--- src/rtl/encoder_cardinal.sv ---
// Vector-ISA instruction encoder: packs instruction fields into 32-bit words
// and streams them into instruction memory through one registered write port.
module encoder_cardinal #(
  parameter int ADDR_W = 8
) (
  input  logic              clk,
  input  logic              reset,
  input  logic              start,
  input  logic [ADDR_W-1:0] base_addr,
  input  logic              in_valid,
  output logic              in_ready,
  input  logic [2:0]        in_kind,
  input  logic              in_last,
  input  logic [4:0]        in_rd,
  input  logic [4:0]        in_ra,
  input  logic [4:0]        in_rb,
  input  logic [1:0]        in_ww,
  input  logic [5:0]        in_funct,
  input  logic [15:0]       in_imm,
  output logic              mem_we,
  output logic [ADDR_W-1:0] mem_addr,
  output logic [31:0]       mem_wdata,
  input  logic              mem_gnt,
  output logic              busy,
  output logic              done,
  output logic [ADDR_W:0]   count,
  output logic              bad_kind,
  output logic              wrap
);

  typedef enum logic [1:0] {
    IDLE,
    RUN,
    DRAIN,
    DONE
  } state_e;

  localparam logic [5:0] OP_RTYPE = 6'b101010;
  localparam logic [5:0] OP_VLD   = 6'b100000;
  localparam logic [5:0] OP_VSD   = 6'b100001;
  localparam logic [5:0] OP_VBEZ  = 6'b100010;
  localparam logic [5:0] OP_VBNEZ = 6'b100011;
  localparam logic [5:0] OP_VNOP  = 6'b111100;

  state_e              state_q, state_d;
  logic [ADDR_W-1:0]   ptr_q, ptr_d;
  logic [ADDR_W:0]     count_q, count_d;
  logic                bad_q, bad_d;
  logic                wrap_q, wrap_d;
  logic                we_q, we_d;
  logic [ADDR_W-1:0]   addr_q, addr_d;
  logic [31:0]         wdata_q, wdata_d;

  logic                k_rtype;
  logic                k_mem;
  logic                k_br;
  logic                k_nop;
  logic [31:0]         enc_word;
  logic                enc_bad;
  logic                accept;

  assign k_rtype = (in_kind == 3'd0);
  assign k_mem   = (in_kind == 3'd1) || (in_kind == 3'd2);
  assign k_br    = (in_kind == 3'd3) || (in_kind == 3'd4);
  assign k_nop   = (in_kind == 3'd5);

  // Kinds 6/7 fall to default: they encode as VNOP and flag bad_kind.
  always_comb begin
    enc_word = {OP_VNOP, 26'b0};
    enc_bad  = 1'b0;
    unique case (1'b1)
      k_rtype: enc_word = {OP_RTYPE, in_rd, in_ra, in_rb,
                           3'b000, in_ww, in_funct};
      k_mem:   enc_word = {(in_kind == 3'd2) ? OP_VSD : OP_VLD,
                           in_rd, in_ra, in_imm};
      k_br:    enc_word = {(in_kind == 3'd4) ? OP_VBNEZ : OP_VBEZ,
                           in_rd, 5'b00000, in_imm};
      k_nop:   enc_word = {OP_VNOP, 26'b0};
      default: enc_bad  = 1'b1;
    endcase
  end

  assign in_ready = (state_q == RUN) && (!we_q || mem_gnt);
  assign accept   = in_valid && in_ready;

  always_comb begin
    state_d = state_q;
    ptr_d   = ptr_q;
    count_d = count_q;
    bad_d   = bad_q;
    wrap_d  = wrap_q;
    we_d    = we_q;
    addr_d  = addr_q;
    wdata_d = wdata_q;
    unique case (state_q)
      IDLE: begin
        if (start) begin
          state_d = RUN;
          ptr_d   = base_addr;
          count_d = '0;
          bad_d   = 1'b0;
          wrap_d  = 1'b0;
        end
      end
      RUN: begin
        if (we_q && mem_gnt) begin
          we_d = 1'b0;
        end
        // A grant and a new accept in the same cycle refill the register.
        if (accept) begin
          we_d    = 1'b1;
          addr_d  = ptr_q;
          wdata_d = enc_word;
          ptr_d   = ptr_q + ADDR_W'(1);
          if (&ptr_q) begin
            wrap_d = 1'b1;
          end
          if (!(&count_q)) begin
            count_d = count_q + (ADDR_W+1)'(1);
          end
          if (enc_bad) begin
            bad_d = 1'b1;
          end
          if (in_last) begin
            state_d = DRAIN;
          end
        end
      end
      DRAIN: begin
        if (!we_q || mem_gnt) begin
          we_d    = 1'b0;
          state_d = DONE;
        end
      end
      DONE: begin
        state_d = IDLE;
      end
    endcase
  end

  always_ff @(posedge clk or posedge reset) begin
    if (reset) begin
      state_q <= IDLE;
      ptr_q   <= '0;
      count_q <= '0;
      bad_q   <= 1'b0;
      wrap_q  <= 1'b0;
      we_q    <= 1'b0;
      addr_q  <= '0;
      wdata_q <= '0;
    end else begin
      state_q <= state_d;
      ptr_q   <= ptr_d;
      count_q <= count_d;
      bad_q   <= bad_d;
      wrap_q  <= wrap_d;
      we_q    <= we_d;
      addr_q  <= addr_d;
      wdata_q <= wdata_d;
    end
  end

  assign mem_we    = we_q;
  assign mem_addr  = addr_q;
  assign mem_wdata = wdata_q;
  assign busy      = (state_q != IDLE);
  assign done      = (state_q == DONE);
  assign count     = count_q;
  assign bad_kind  = bad_q;
  assign wrap      = wrap_q;

endmodule

--- config.mk ---
export PLATFORM = sky130hd
export DESIGN_NAME = encoder_cardinal
export DESIGN_NICKNAME = d
export VERILOG_FILES = /design/src/rtl/encoder_cardinal.sv
export SDC_FILE = /design/constraint.sdc
export NUM_CORES = 1
export LEC_CHECK = 0
export CAP_MARGIN = 20
export CORE_UTILIZATION = 30
export CTS_CLUSTER_SIZE = 20
export DETAILED_ROUTE_END_ITERATION = 10
export SLEW_MARGIN = 5
export SYNTH_ARGS = -nofsm -noshare
export SYNTH_HDL_FRONTEND = slang
export SYNTH_SLANG_ARGS = --single-unit
export TNS_END_PERCENT = 20
--- constraint.sdc ---
create_clock -name clk -period 2.9 [get_ports clk]
set_clock_uncertainty 0.05 [all_clocks]
set_input_delay 0.725 -clock clk [delete_from_list [all_inputs] [get_ports clk]]
set_output_delay 0.725 -clock clk [all_outputs]
set_load 0.02 [all_outputs]
==> results.yml <==
clock_network:
  numCtsBuffers: 9
  cts_resized: 0
  cts_setup_buffers: 0
  hold_buffers: 0
  clockRootBuffer: "clkbuf_8"
  cts_tree: "built"
  htree_levels: 3
  clk_path_buf_depth: 2
  cts_sinks: 61
  clkSlewWorstSetupHoldPaths_ns: 0.07
  insertion_delay_ns: 0.33
logic_synthesis:
  synth_seq_area_share: 0.478
  synthTopCellsByCount: "dfrtp_1 (61), nand2_1 (50), nand3_1 (20), mux2i_1 (14)"
  synth_ff_type: "dfrtp_1"
  synth.cell_area_um2: 3190
  async_reset_ff_frac: 1.00
  synthCells: 322
  synth_top_area_share: 0.478
  synth_fp_nets: 386
  synth_seq_cells: 61
  synth_edf_count: 0
  yosysMostFrequentCell: "dfrtp_1"
  avgSynthCellArea_um2: 9.91
  synth_warnings: 0
  synth_area_leaders: "dfrtp_1 (48%), nand2_1 (5.9%), mux2i_1 (4.4%), a22o_1 (3.6%), ha_1 (3.1%)"
  yosysTopAreaCell: "dfrtp_1"
  yosys.cell_types.count: 59
die:
  start_util: 0.309
  fp-row-count: 37
  ios: 111
  die_h_um: 105
  core_um2: 10300
  dieArea_um2: 11100
  die_w_um: 105
route:
  firstDrtPassIters: 4
  via_per_inst: 4.92
  drcViolationCount: 0
  drt_iter0_markers: 150
  routed_wl_um: 8500
  wl_per_cell_um: 14.8
  vias: 2826
  antenna_left: 0
sta:
  grt_setup_unrepaired: "false"
  tns_ns: 0
  fin_crit_ns: 2.62
  finalWorstSetupSlack_ns: 0.281
  slew_viol_final: 0
  fin_crit_sh: 0.903
  finalSetupViolCount: 0
  worst_pin_slew_ns: 0.548
  slew_headroom: 0.634
  max_freq_ghz: 0.382
  finalHoldViolCount: 0
placement:
  dp_hpwl_um: 5930
  dp_slack_ns: 0.0167
  placedCellCount: 558
  port-buffer-count: 110
  gp_congestion: 0.814
global_route:
  grt_max_degree: 62
  grt_pass1_vias: 2765
  grt-ovfl-total: 0
  track_usage: 0.157
  antenna_found_initial: 0
  grt_first_pass_wirelength_um: 13700
run_status:
  status: "completed"
worst_setup_path:
  r2r_start: "count[0]"
  crit_fanout: 5
  worstPathArrival_ns: 1.84
  crit_start: "state_q[0]"
  worstSetupPathType: "reg -> out"
  start_kind: "register"
  ff2ff_path_depth: 8
  endpoint_kind: "output pin"
  cp.required_ns: 2.12
hold_path:
  min_from: "mem_wdata[31]"
  hold_class: "reg -> reg"
  min_path_cells: 1
finish:
  fillers: 1026
  drive_gt1_frac: 0.0868
  fin_cells: 574
  nNetsFinal: 497
  area_delta_synth_final_pct: 46.3
  n_antenna_cell: 0
pwr:
  p_per_area_nw_per_um2: 981
  power_mw: 4.58
  leakage_nw: 1.92
  irDropWorstVdd_mv: 0.390
job:
  cap_violations: 0
through the flow:
| stage | hold WS [ns] | utilization | area (um^2) |
|---|---|---|---|
| after floorplan | 0.411 | - | 3190 |
| after global placement | 0.403 | 0.431 | 4450 |
| after detailed placement | 0.402 | 0.431 | 4450 |
| after CTS | 0.422 | 0.452 | 4660 |
| after global routing | 0.441 | 0.452 | 4670 |
| final | 0.421 | 0.452 | 4670 |
layout by cell type, fill, tap and decap left out, types with 2 or more instances in the layout:
| cell type | count |
|---|---|
| o311ai_1 | 2 |
| nand3_1 | 20 |
| nor2_1 | 6 |
| a21oi_2 | 2 |
| o21ai_0 | 4 |
| o22a_1 | 2 |
| a31oi_1 | 4 |
| a32o_1 | 2 |
| mux2i_1 | 14 |
| o211ai_1 | 13 |
| nand2b_1 | 5 |
| nand4b_1 | 2 |
| buf_4 | 10 |
| nand2_1 | 50 |
| ha_1 | 8 |
| and3_1 | 2 |
| a22o_1 | 13 |
| a21o_1 | 3 |
| clkdlybuf4s50_1 | 109 |
| nand4_1 | 4 |
| clkbuf_8 | 11 |
| o31ai_1 | 3 |
| a41oi_1 | 2 |
| inv_1 | 9 |
| clkinvlp_4 | 2 |
| a2bb2oi_1 | 2 |
| o22ai_1 | 2 |
| and2_1 | 2 |
| o21ai_1 | 12 |
| dfrtp_1 | 61 |
| a21oi_1 | 7 |
| nor3_1 | 5 |
| o21a_1 | 13 |
kinds of logic (layout without fill, tap and decap cells):
| kind of cell | Yosys count | in the layout | share of synthesized area |
|---|---|---|---|
| muxes | 15 | 15 | 0.0474 |
| xor gates and xnor gates | 2 | 2 | 0.00549 |
| buffers and inverters | 31 | 147 | 0.0447 |
| and+or+nand+nor | 109 | 109 | 0.170 |
| DFF | 61 | 61 | 0.478 |
| adders and majority gates | 8 | 8 | 0.0314 |
| AOI/OAI and AO/OA | 96 | 96 | 0.222 |
routing by layer:
metal | GRT usage | wire length, um
met4 | 0.0483 | 85
met1 | 0.202 | 3920
met5 | 0 | 0
met2 | 0.254 | 3940
met3 | 0.0449 | 564
layout make-up:
| type | count | area (um^2) | area share |
|---|---|---|---|
| multi-input combinational | 230 | 1520 | 0.327 |
| clock buffer | 11 | 151 | 0.0324 |
| timing repair buffer | 121 | 1200 | 0.257 |
| tap | 136 | 170 | 0.0365 |
| clock inverter | 5 | 58.8 | 0.0126 |
| sequential | 61 | 1530 | 0.327 |
| inverter | 10 | 37.5 | 0.00804 |
power breakdown:
part | internal [mW] | total [mW] | switching, mW | leakage, nW
logic | 1.10 | 2.30 | 1.20 | 1.06
clock network | 0.444 | 0.790 | 0.346 | 0.102
registers | 1.21 | 1.49 | 0.275 | 0.758
total | 2.76 | 4.58 | 1.82 | 1.92
critical path, stage by stage, from the launching register on:
cell,delay [ns]
dfrtp_1,0.39
inv_1,0.10
ha_1,0.27
inv_1,0.13
clkdlybuf4s50_1,0.63
worst paths after layout:
path	slack, ns	endpoint
worst max register to register	0.69	count[6]
worst max-delay path	0.28	busy
worst min-delay path	0.42	mem_wdata[31]
worst min register to register	0.42	mem_wdata[31]
min in group asynchronous	0.72	mem_addr[2]
max in group asynchronous	1.81	mem_wdata[2]
flip-flops by register name, summed over array words and instances (netlist names):
| name | count |
|---|---|
| mem_wdata | 31 |
| count | 9 |
| mem_addr | 8 |
| ptr_q | 8 |
| state_q | 2 |
| bad_kind | 1 |
| mem_we | 1 |
| wrap | 1 |
Power figures use the tool's default switching activity.
